### config.mk
export PLATFORM = sky130hd
export DESIGN_NAME = mc_controller
export DESIGN_NICKNAME = d
export VERILOG_FILES = /design/src/rtl/mc_controller.sv
export SDC_FILE = /design/constraint.sdc
export NUM_CORES = 1
export LEC_CHECK = 0
export ABC_CLOCK_PERIOD_IN_PS = 3700
export BUFFER_PORTS_ARGS = -buffer_cell sky130_fd_sc_hd__buf_2
export CAP_MARGIN = 30
export CORE_UTILIZATION = 50
export CTS_CLUSTER_DIAMETER = 100
export CTS_CLUSTER_SIZE = 16
export DETAILED_ROUTE_END_ITERATION = 10
export HOLD_SLACK_MARGIN = 0.12
export PLACE_DENSITY = 0.91
export SKIP_CTS_REPAIR_TIMING = 1
export SLEW_MARGIN = 20
export SYNTH_ARGS = -nofsm -noshare
export SYNTH_HDL_FRONTEND = slang
export SYNTH_SLANG_ARGS = --single-unit
### constraint.sdc
create_clock -name clk -period 3.7 [get_ports clk]
set_clock_uncertainty 0.05 [all_clocks]
set_input_delay 0.37 -clock clk [delete_from_list [all_inputs] [get_ports clk]]
set_output_delay 0.37 -clock clk [all_outputs]
set_load 0.005 [all_outputs]
### src/rtl/mc_controller.sv
// mc_controller: multicycle ARM-subset control unit.
// Moore FSM sequencing, NZCV flags, condition checks, datapath selects.
//
// Ports:
//   clk, reset       rising-edge clock, async active-high reset
//   Instr[11:0]      instruction bits [31:20] {cond, op, funct}
//   ALUFlags[3:0]    {N,Z,C,V} from the datapath ALU
//   PCWrite, MemWrite, RegWrite, IRWrite   enables / strobe
//   AdrSrc           memory address select (0=PC, 1=Result)
//   RegSrc[1:0]      [0] RA1=R15, [1] RA2=Rd
//   ALUSrcA[1:0]     00=A, 01=PC
//   ALUSrcB[1:0]     00=B, 01=ExtImm, 10=4
//   ResultSrc[1:0]   00=ALUOut, 01=Data, 10=ALUResult
//   ImmSrc[1:0]      immediate format, equal to op
//   ALUControl[2:0]  000 ADD, 001 SUB, 010 AND, 011 ORR, 100 EOR
module mc_controller (
    input  logic        clk,
    input  logic        reset,
    input  logic [11:0] Instr,
    input  logic [3:0]  ALUFlags,
    output logic        PCWrite,
    output logic        MemWrite,
    output logic        RegWrite,
    output logic        IRWrite,
    output logic        AdrSrc,
    output logic [1:0]  RegSrc,
    output logic [1:0]  ALUSrcA,
    output logic [1:0]  ALUSrcB,
    output logic [1:0]  ResultSrc,
    output logic [1:0]  ImmSrc,
    output logic [2:0]  ALUControl
);

    typedef enum logic [3:0] {
        S_FETCH,
        S_DECODE,
        S_MEMADR,
        S_MEMREAD,
        S_MEMWB,
        S_MEMWRITE,
        S_EXECUTER,
        S_EXECUTEI,
        S_ALUWB,
        S_BRANCH
    } state_t;

    localparam logic [2:0] ALU_ADD = 3'b000;
    localparam logic [2:0] ALU_SUB = 3'b001;
    localparam logic [2:0] ALU_AND = 3'b010;
    localparam logic [2:0] ALU_ORR = 3'b011;
    localparam logic [2:0] ALU_EOR = 3'b100;

    state_t state, state_n;

    logic [3:0] cond;
    logic [1:0] op;
    logic       ibit;
    logic [3:0] cmd;
    logic       sbit;
    logic       ubit;
    logic       lbit;

    // Field positions relative to the full 32-bit instruction:
    // cond=31:28, op=27:26, I=25, cmd=24:21, U=23, S/L=20.
    assign cond = Instr[11:8];
    assign op   = Instr[7:6];
    assign ibit = Instr[5];
    assign cmd  = Instr[4:1];
    assign ubit = Instr[3];
    assign sbit = Instr[0];
    assign lbit = Instr[0];

    assign ImmSrc    = op;
    assign RegSrc[0] = (op == 2'b10);
    assign RegSrc[1] = (op == 2'b01);

    logic [2:0] alu_dec;
    logic       nowrite;
    logic       cmd_known;
    logic       cmd_arith;

    always_comb begin
        alu_dec   = ALU_ADD;
        nowrite   = 1'b0;
        cmd_known = 1'b1;
        cmd_arith = 1'b0;
        case (cmd)
            4'b0100: begin
                alu_dec   = ALU_ADD;
                cmd_arith = 1'b1;
            end
            4'b0010: begin
                alu_dec   = ALU_SUB;
                cmd_arith = 1'b1;
            end
            4'b0000: alu_dec = ALU_AND;
            4'b1100: alu_dec = ALU_ORR;
            4'b0001: alu_dec = ALU_EOR;
            4'b1010: begin
                alu_dec   = ALU_SUB;
                nowrite   = 1'b1;
                cmd_arith = 1'b1;
            end
            default: begin
                // Unsupported op: harmless ADD, no register or flag write.
                alu_dec   = ALU_ADD;
                nowrite   = 1'b1;
                cmd_known = 1'b0;
            end
        endcase
    end

    logic [3:0] flags;
    logic       fn, fz, fc, fv;
    logic       condex;
    logic       condexr;

    assign {fn, fz, fc, fv} = flags;

    always_comb begin
        condex = 1'b1;
        case (cond)
            4'b0000: condex = fz;
            4'b0001: condex = ~fz;
            4'b0010: condex = fc;
            4'b0011: condex = ~fc;
            4'b0100: condex = fn;
            4'b0101: condex = ~fn;
            4'b0110: condex = fv;
            4'b0111: condex = ~fv;
            4'b1000: condex = fc & ~fz;
            4'b1001: condex = ~fc | fz;
            4'b1010: condex = (fn == fv);
            4'b1011: condex = (fn != fv);
            4'b1100: condex = ~fz & (fn == fv);
            4'b1101: condex = fz | (fn != fv);
            default: condex = 1'b1;
        endcase
    end

    logic in_exec;
    logic nz_wr;
    logic cv_wr;

    assign in_exec = (state == S_EXECUTER) || (state == S_EXECUTEI);
    assign nz_wr   = in_exec & condex & sbit & cmd_known;
    assign cv_wr   = in_exec & condex & sbit & cmd_arith;

    always_ff @(posedge clk or posedge reset) begin
        if (reset) begin
            flags <= 4'b0000;
        end else begin
            if (nz_wr) flags[3:2] <= ALUFlags[3:2];
            if (cv_wr) flags[1:0] <= ALUFlags[1:0];
        end
    end

    // Registered condition: writeback gating sees the flags as they
    // were before this instruction's own execute-cycle update.
    always_ff @(posedge clk or posedge reset) begin
        if (reset) condexr <= 1'b0;
        else       condexr <= condex;
    end

    always_ff @(posedge clk or posedge reset) begin
        if (reset) state <= S_FETCH;
        else       state <= state_n;
    end

    always_comb begin
        state_n    = state;
        PCWrite    = 1'b0;
        MemWrite   = 1'b0;
        RegWrite   = 1'b0;
        IRWrite    = 1'b0;
        AdrSrc     = 1'b0;
        ALUSrcA    = 2'b00;
        ALUSrcB    = 2'b00;
        ResultSrc  = 2'b00;
        ALUControl = ALU_ADD;
        unique case (state)
            S_FETCH: begin
                IRWrite   = 1'b1;
                PCWrite   = 1'b1;
                ALUSrcA   = 2'b01;
                ALUSrcB   = 2'b10;
                ResultSrc = 2'b10;
                state_n   = S_DECODE;
            end
            S_DECODE: begin
                ALUSrcA   = 2'b01;
                ALUSrcB   = 2'b10;
                ResultSrc = 2'b10;
                case (op)
                    2'b00:   state_n = ibit ? S_EXECUTEI : S_EXECUTER;
                    2'b01:   state_n = S_MEMADR;
                    2'b10:   state_n = S_BRANCH;
                    default: state_n = S_FETCH;
                endcase
            end
            S_MEMADR: begin
                ALUSrcB    = 2'b01;
                ALUControl = ubit ? ALU_ADD : ALU_SUB;
                state_n    = lbit ? S_MEMREAD : S_MEMWRITE;
            end
            S_MEMREAD: begin
                AdrSrc  = 1'b1;
                state_n = S_MEMWB;
            end
            S_MEMWB: begin
                ResultSrc = 2'b01;
                RegWrite  = condexr;
                state_n   = S_FETCH;
            end
            S_MEMWRITE: begin
                AdrSrc   = 1'b1;
                MemWrite = condexr;
                state_n  = S_FETCH;
            end
            S_EXECUTER: begin
                ALUSrcB    = 2'b00;
                ALUControl = alu_dec;
                state_n    = S_ALUWB;
            end
            S_EXECUTEI: begin
                ALUSrcB    = 2'b01;
                ALUControl = alu_dec;
                state_n    = S_ALUWB;
            end
            S_ALUWB: begin
                RegWrite = condexr & ~nowrite;
                state_n  = S_FETCH;
            end
            S_BRANCH: begin
                ALUSrcB   = 2'b01;
                ResultSrc = 2'b10;
                PCWrite   = condexr;
                state_n   = S_FETCH;
            end
            default: state_n = S_FETCH;
        endcase
    end

endmodule

== Word level (Yosys, flattened, before mapping) ==
Cells that the tools add are included.
Operators by class
  bitwise gates (word level): 13
  div/mod/pow operators: 0
  eq/ne operators: 31
  $mul: 0
  $add $sub $neg: 0
  muxes and demuxes: 18
  reductions and logical operators: 14
  shifts and indexed selects: 0
  $lt $le $gt $ge: 0
Operator list (number)
  $eq A4 B4 Y1 const B: 10
  $eq A4 B3 Y1 const B: 9
  $eq A4 B2 Y1 const B: 5
  $pmux W4 S5: 1
  $pmux W1 S14: 1
  $eq A4 B1 Y1 const B: 3
  $logic_not A4 Y1: 3
  $pmux W3 S4: 1
  $pmux W4 S3: 1
  $reduce_or A3 Y1: 3
  $mux W1: 8
  $pmux W2 S2: 2
  $reduce_or A2 Y1: 4
  $and A1 B1 Y1: 7
  $pmux W3 S2: 1
  $reduce_or A6 Y1: 1
  $reduce_or A5 Y1: 1
  $not A1 Y1: 4
  $pmux W1 S2: 2
  $mux W3: 1
  $eq A2 B1 Y1 const B: 1
  $eq A2 B2 Y1 const B: 1
  $logic_not A2 Y1: 1
  $or A1 B1 Y1: 2
  3 further kinds: 3
Storage, ports and cells
  ROM bits: 0
  memory bits (writable): 0
  memories: 0
  register bits: 9
  output and inout port bits: 18
  logic and storage cells: 80
  bits in latches: 0

== Logic depth before layout (Yosys ltp) ==
Gate-level depths: netlist of the first run.
  depth in word-level cells: 6
  gate-level depth with buffers: 6
  mapped depth without buffers: 6

== Worst setup path before layout of the first run ==
OpenSTA, ideal clock, no wires.
  kind: flip-flop to flip-flop
  from: reg flags[3]
  to: reg flags[2]
  slack: 1.911 ns
  arrival time: 1.614 ns
  path buffers: 0
  setup time: 0.125 ns
  cell stages (with the launch flop): 7
  required time: 3.525 ns
  path through: dfrtp_1 xor2_1 o2bb2ai_2 xnor2_1 o311ai_4 and3_4 mux2_4
Between the ends
  longest elaborated chain between the ends: 6
Ends and longest elaborated chain
  from (decl): line 113  | logic [3:0] flags;
  from (signal assigned): line 153  | if (nz_wr) flags[3:2] <= ALUFlags[3:2];
  $ne A1 B1 Y1 / $eq A1 B1 Y1 (equally long branches)
  $or A1 B1 Y1 / $and A1 B1 Y1 (equally long branches): line 136, 135
  $pmux W1 S14 (*): line 122  | case (cond)
  via condex: line 115  | logic condex;
  $and A1 B1 Y1 (*) (3 in series): line 146  | assign nz_wr = in_exec & condex & sbit & cmd_known;
Mark *: on every way through the listed nets, which the timed path passes. The rest lies on a longest branch.
A chain may end at the register's enable or synchronous reset.

== Final worst setup path of the first run ==
  from: reg state[1]
  to: out ALUControl[0]
Between the ends
  longest elaborated chain between the ends: 3
Ends and longest elaborated chain
  from (decl): line 53  | state_t state, state_n;
  from (signal assigned): line 167  | else state <= state_n;
  $eq A4 B3 Y1: line 181  | unique case (state)
  $reduce_or A2 Y1 (no source line)
  $pmux W3 S2 (*): line 181
  to (decl): line 31  | output logic [2:0] ALUControl
Mark *: on every way between the ends. The rest lies on a longest branch, timed or not.

==> results.tsv, run 1 <==
metric	value	unit
Lkg Pwr	0.519	nW
fin cells	141	
area fraction in compound gates after synthesis	0.201	
Worst VDD drop	0.000259	V
status	complete, no violations	
Crit Reg-Reg Endpoint	flags[3]	
Async S/R FF share, synth	1.00	
Worst Path Arrival	1.78	ns
Detailed Place HPWL	1.35	mm
Final Hold Vio Count	0	
Critical Path End	ALUControl[0]	
Yosys top cell area share	0.274	
Synth Flop Type	dfrtp_1	
initial antenna violation count	0	
count of pins over their slew limit	0	
DR pass1 iterations	4	
Core Box Area	1520	µm²
multiplexer share of the synthesized area	0.102	
CTS Buf Count	3	
top cells by area, synth	dfrtp_1 27%, xnor2_1 5.3%, nand2b_1 3.8%	
Yosys warning count	0	
row count	14	
post-DR vias/cell	5.58	
Simple-Gate Fraction of Synth Area	0.279	
Routed WL	1.74	mm
RR Startpoint	flags[3]	
pwr dens	544	nW/µm²
Setup violations, final	0	
I/O pins	36	
grt met2 use	0.360	
clk buf depth	2	
EDFF count, synth	0	
DP Cell Count	136	
Seq/Total Area, Yosys	0.274	
Post-Syn Area	821	µm²
initial drt markers	15	
clock root buffer	clkbuf_4	
Port Buffer Count	34	
Setup crit start kind	flop	
unrepaired setup endpoints after global routing	no	
routed len/inst	12.3	µm
Net Count, Synth	112	
Die H	42.5	µm
MaxCap Viol Count	0	
max frequency	0.454	GHz
Synth Area in Adders	0	
setup slack, reg-to-reg	1.75	ns
fraction of layout cells with a size suffix above 1	0.376	
critical path endpoint category	output pin	
Num Clock Sinks	9	
die area	1810	µm²
Mapped Cells	94	
flops & latches, synth	9	
Vias	787	
xor and xnor area share after synthesis	0.0640	
R2R depth	6	
overall power	547	µW
Overflow after GRT	0	
GRT Resource Usage Total	0.213	
Max-slew headroom	0.638	
largest net degree at the start of global routing	19	
CTS tree	done	
most frequent cell after synthesis	dfrtp_1	
CP max FO	18	
final setup TNS	0	ns
post-synth cell types	40	
H-tree Lvls	1	
Initial Utilization	0.539	
biggest area consumer among synthesized cells	dfrtp_1	
critical path startpoint	state[1]	
busiest grt layer	met2	
Skew-Pair Late Insertion Delay	0.27	ns
Reg clk slew, reported paths	0.06	ns
Mean Syn Cell Area	8.73	µm²
synth-to-layout area growth	22.4	%
combinational family with the most area after synthesis	simple AND/OR/NAND/NOR gates	
diodes inserted	0	
number of global-route vias before repair	676	
final period utilization	0.595	
# nets final	144	
fill count	138	
die width	42.5	µm
commonest cells in the netlist	9 x dfrtp_1, 8 x nor2_1, 6 x a21oi_1	
post-route ant nets	0	
measured slew at the worst slew-check pin	0.543	ns
Routability Congestion	0.758	
global-route wire length before repair	2.93	mm
Setup CP Type	reg -> out	
DRC viols	0	
GR Layer Usage met1	0.269	
crit path time final	2.20	ns
Worst Hold Class	in -> reg	
Crit path required time	3.28	ns
met3 usage in global routing	0.0647	
## per-stage QoR
stage | worst slack [ns] | cell area [µm²] | hold WS [ns] | util
2_1_floorplan | 1.91 | 821 | 0.148 | -
3_3_place_gp | 1.81 | 968 | 0.283 | 0.635
3_5_place_dp | 1.76 | 968 | 0.289 | 0.635
4_1_cts | 1.50 | 995 | -0.00346 | 0.653
5_1_grt | 1.30 | 1000 | 0.259 | 0.659
6_report | 1.50 | 1000 | 0.266 | 0.659
## state kept, by name (all words and copies together), names as in the netlist
| register | cells |
|---|---|
| state | 4 |
| condexr | 1 |
| flags | 4 |
## critical path: stages (launching register included)
cell,delay (ns)
dfrtp_1,0.68
nand2_1,0.25
nor2_1,0.21
a21oi_1,0.09
o21ai_0,0.15
buf_2,0.13
## power breakdown
| group | internal [mW] | switching [mW] | leakage [nW] |
|---|---|---|---|
| Clock | 0.0416 | 0.0354 | 0.0150 |
| Combinational | 0.147 | 0.131 | 0.385 |
| Sequential | 0.128 | 0.0637 | 0.118 |
## logic make-up (layout without fill, tap and decap cells)
kind of cell,count (synthesis),count (layout)
simple gates,38,38
compound gates,20,20
buf+inv,13,44
flops,9,9
mux,7,7
xor+xnor,6,6
other cells,1,1
## area by class of cell
cell class	instances	area, µm²	share of cell area
Clock buffer	4	26.3	0.0262
Sequential cell	9	225	0.224
Inverter	5	18.8	0.0187
Tap cell	16	20.0	0.0199
Timing Repair Buffer	35	180	0.179
Multi-Input combinational cell	72	534	0.532
## metal layers
| layer | share of wire | wire (µm) |
|---|---|---|
| met1 | 0.45 | 787 |
| met2 | 0.48 | 836 |
| met3 | 0.057 | 99 |
| met4 | 0.0098 | 17 |
| met5 | 0 | 0 |
## how the worst min path moves through the flow
stage                startpoint  depth (start not counted)        to
floorplan                 reset                          1   condexr
global placement          reset                          2  flags[3]
detailed placement        reset                          2  state[0]
CTS                       reset                          2   condexr
global route        ALUFlags[0]                          2  flags[0]
finish              ALUFlags[0]                          2  flags[0]
## cells in the final DEF, fill, tap and decap left out, types with 2 or more instances in the layout
| master | netlist | layout |
|---|---|---|
| nand3_1 | 3 | 3 |
| nor4b_1 | 2 | 2 |
| mux2_4 | 2 | 2 |
| o21ai_0 | 4 | 4 |
| nor2_1 | 8 | 8 |
| xnor2_1 | 5 | 5 |
| nor3_1 | 4 | 4 |
| mux2_1 | 2 | 2 |
| nor3b_1 | 2 | 2 |
| dfrtp_1 | 9 | 9 |
| clkbuf_4 | 0 | 3 |
| inv_1 | 5 | 5 |
| nand2_1 | 2 | 2 |
| buf_2 | 1 | 34 |
| nor2b_1 | 4 | 4 |
| a21oi_1 | 6 | 6 |
| mux2i_1 | 2 | 2 |
| nand2b_1 | 5 | 5 |
Power figures use the tool's default switching activity.
==> run 2, diff against run 1 <==
- ABC_AREA: default -> 1
- ABC_CLOCK_PERIOD_IN_PS: 3700 -> 2050
- CORE_UTILIZATION: 50 -> 47
- PLACE_DENSITY: 0.91 -> 0.86
- clock period: 3.7 -> 2.05 ns (I/O delays scaled with it)
==> run 2 against run 1 <==
Sequential share of layout area shrank 1.5 points. Count of clock-buffer cells in the layout unchanged. Synthesized cell count grew 47%. First-iteration DRC count increased by 40%. Combinational power increased by 76%. Die area is 10% higher. Critical path type unchanged.
==> results.tsv, run 2 <==
metric	value	unit	change
Overflow after GRT	0		unchanged
Crit path required time	1.79	ns	-1.49 ns
clk buf depth	2		unchanged
DR pass1 iterations	4		unchanged
die width	44.6	µm	+4.9%
Detailed Place HPWL	1.68	mm	+24%
final period utilization	0.899		
RR Startpoint	state[3]		
fin cells	199		+41%
max frequency	0.542	GHz	
CP max stage delay	0.41	ns	-0.27 ns
post-route ant nets	0		unchanged
Worst VDD drop	0.000618	V	+140%
critical path endpoint category	output pin		
DP Cell Count	193		+42%
Worst Path Buf+Inv	1		unchanged
I/O pins	36		unchanged
DRC viols	0		unchanged
MaxCap Viol Count	0		unchanged
initial drt markers	21		+6
row count	15		+1
post-synth cell types	26		-35%
CP top delay family	simple AND/OR/NAND/NOR gates		
Vias	1001		+27%
fraction of layout cells with a size suffix above 1	0.287		-0.0886
Initial Utilization	0.500		-0.0390
most frequent cells in the layout	34 x nand2_1, 34 x buf_2, 19 x inv_1, 19 x nor2_1, 14 x nand3_1		
number of global-route vias before repair	866		+28%
clock root buffer	clkbuf_4		
Post-Syn Area	853	µm²	+4.0%
diodes inserted	0		unchanged
Routed WL	2.09	mm	+20%
Yosys top cell area share	0.264		-0.0105
pwr dens	862	nW/µm²	+58%
biggest regs	flags (4), state (4), condexr (1)		
Mapped Cells	138		+47%
Num Clock Sinks	9		unchanged
EDFF count, synth	0		unchanged
most frequent cell after synthesis	nand2_1		
status	complete, no violations		
commonest cells in the netlist	34 x nand2_1, 19 x inv_1, 19 x nor2_1		
largest net degree at the start of global routing	10		-9
Seq/Total Area, Yosys	0.264		-0.0105
post-DR vias/cell	5.03		-9.9%
Async S/R FF share, synth	1.00		unchanged
initial antenna violation count	0		unchanged
Die H	44.6	µm	+4.9%
CTS Buf Count	3		unchanged
Skew-Pair Late Insertion Delay	0.27	ns	about the same
Net Count, Synth	156		+39%
final setup TNS	0	ns	unchanged
crit path time final	1.84	ns	
Lkg Pwr	0.612	nW	+18%
Routability Congestion	0.911		+20%
crit path cell chain	nor2_1 -> nand2_1 -> a21oi_1 -> o21bai_1 -> buf_2		
biggest area consumer among synthesized cells	dfrtp_1		
Final Hold Vio Count	0		unchanged
Core Box Area	1710	µm²	+12%
# nets final	193		+34%
CP max FO	5		-13
routed len/inst	10.5	µm	-15%
Synth Flop Type	dfrtp_1		
Worst Hold Class	in -> reg		
Hold Path Origin	ALUFlags[3]		
Port Buffer Count	34		unchanged
CTS tree	done		
Setup violations, final	0		unchanged
fill count	160		+16%
Worst Path Arrival	1.59	ns	-0.19 ns
Setup CP Type	reg -> out		
global-route wire length before repair	3.23	mm	+10%
Reg clk slew, reported paths	0.06	ns	about the same
count of pins over their slew limit	0		unchanged
critical path startpoint	state[3]		
setup slack, reg-to-reg	0.61	ns	-1.14 ns
synth-to-layout area growth	26.0	%	
unrepaired setup endpoints after global routing	no		
flops & latches, synth	9		unchanged
H-tree Lvls	1		unchanged
Setup crit start kind	flop		
die area	1990	µm²	+10%
GRT Resource Usage Total	0.223		+0.0103
Mean Syn Cell Area	6.18	µm²	-29%
slowest CP cell	dfrtp_1		
top cells by area, synth	dfrtp_1 26%, nand2_1 15%, inv_1 8.4%		
Yosys warning count	0		unchanged
-- run 2: cell types whose count changed in the layout (fill, tap and decap cells not counted), sizes merged, moves of 4 or more --
cell | before | now
xnor2 | 5 | 0
nor2b | 4 | 0
nand2 | 2 | 38
nand2b | 5 | 0
nand3 | 3 | 17
nor2 | 8 | 24
nand4 | 1 | 5
mux2 | 5 | 0
inv | 5 | 20
-- run 2: report_power, final --
group | internal [mW] | leakage (nW) | switching (mW)
clock network | 0.0751 | 0.0150 | 0.0637
logic | 0.201 | 0.478 | 0.290
registers | 0.230 | 0.118 | 0.0674
total | 0.506 | 0.612 | 0.421
-- run 2: path summary, 6_finish.rpt --
| path | depth (start not counted) | end |
|---|---|---|
| max in group asynchronous | 3 | flags[0] |
| worst max register to register | 6 | flags[2] |
| worst min register to register | 2 | flags[3] |
| worst min-delay path | 3 | flags[3] |
| worst max-delay path | 5 | ALUControl[0] |
| min in group asynchronous | 3 | state[1] |
-- run 2: logic make-up (layout without fill, tap and decap cells) --
group           Yosys count  in the layout  synth area share
simple gates             86             86             0.493
other cells               1              1           0.00439
flops                     9              9             0.264
compound gates           17             17             0.116
buf+inv                  25             61             0.123
-- run 2: metrics by stage --
stage	utilization	instance area [µm²]	worst slack (ns)	total power, mW	hold WS (ns)
3_3_place_gp	0.602	1030	0.584	0.771	0.125
2_1_floorplan	-	853	0.753	0.599	-0.0171
6_report	0.629	1070	0.206	0.927	0.144
4_1_cts	0.618	1050	0.209	0.930	-0.149
3_5_place_dp	0.602	1030	0.507	0.787	0.133
5_1_grt	0.629	1070	0.0479	1.02	0.147
-- run 2: area by class of cell --
class / instances / area [µm²] / area share
multi-input combinational: 104 / 523 / 0.487
sequential: 9 / 225 / 0.210
timing repair buffer: 36 / 190 / 0.177
inverter: 21 / 78.8 / 0.0733
tap: 25 / 31.3 / 0.0291
clock buffer: 4 / 26.3 / 0.0244
-- run 2: tightest hold or removal path, cell delays in order --
cell and delay, ns:
buf_2 0.08, nand4_1 0.07, nand2_1 0.07
-- run 2: per-layer routing --
metal	routed length, µm	vias to the layer above	track usage	share of wire
li1	-	513	-	-
met1	834	464	0.233	0.40
met2	1160	22	0.415	0.55
met3	88	2	0.0653	0.042
met4	14	0	0.0848	0.0067
met5	0	-	0	0
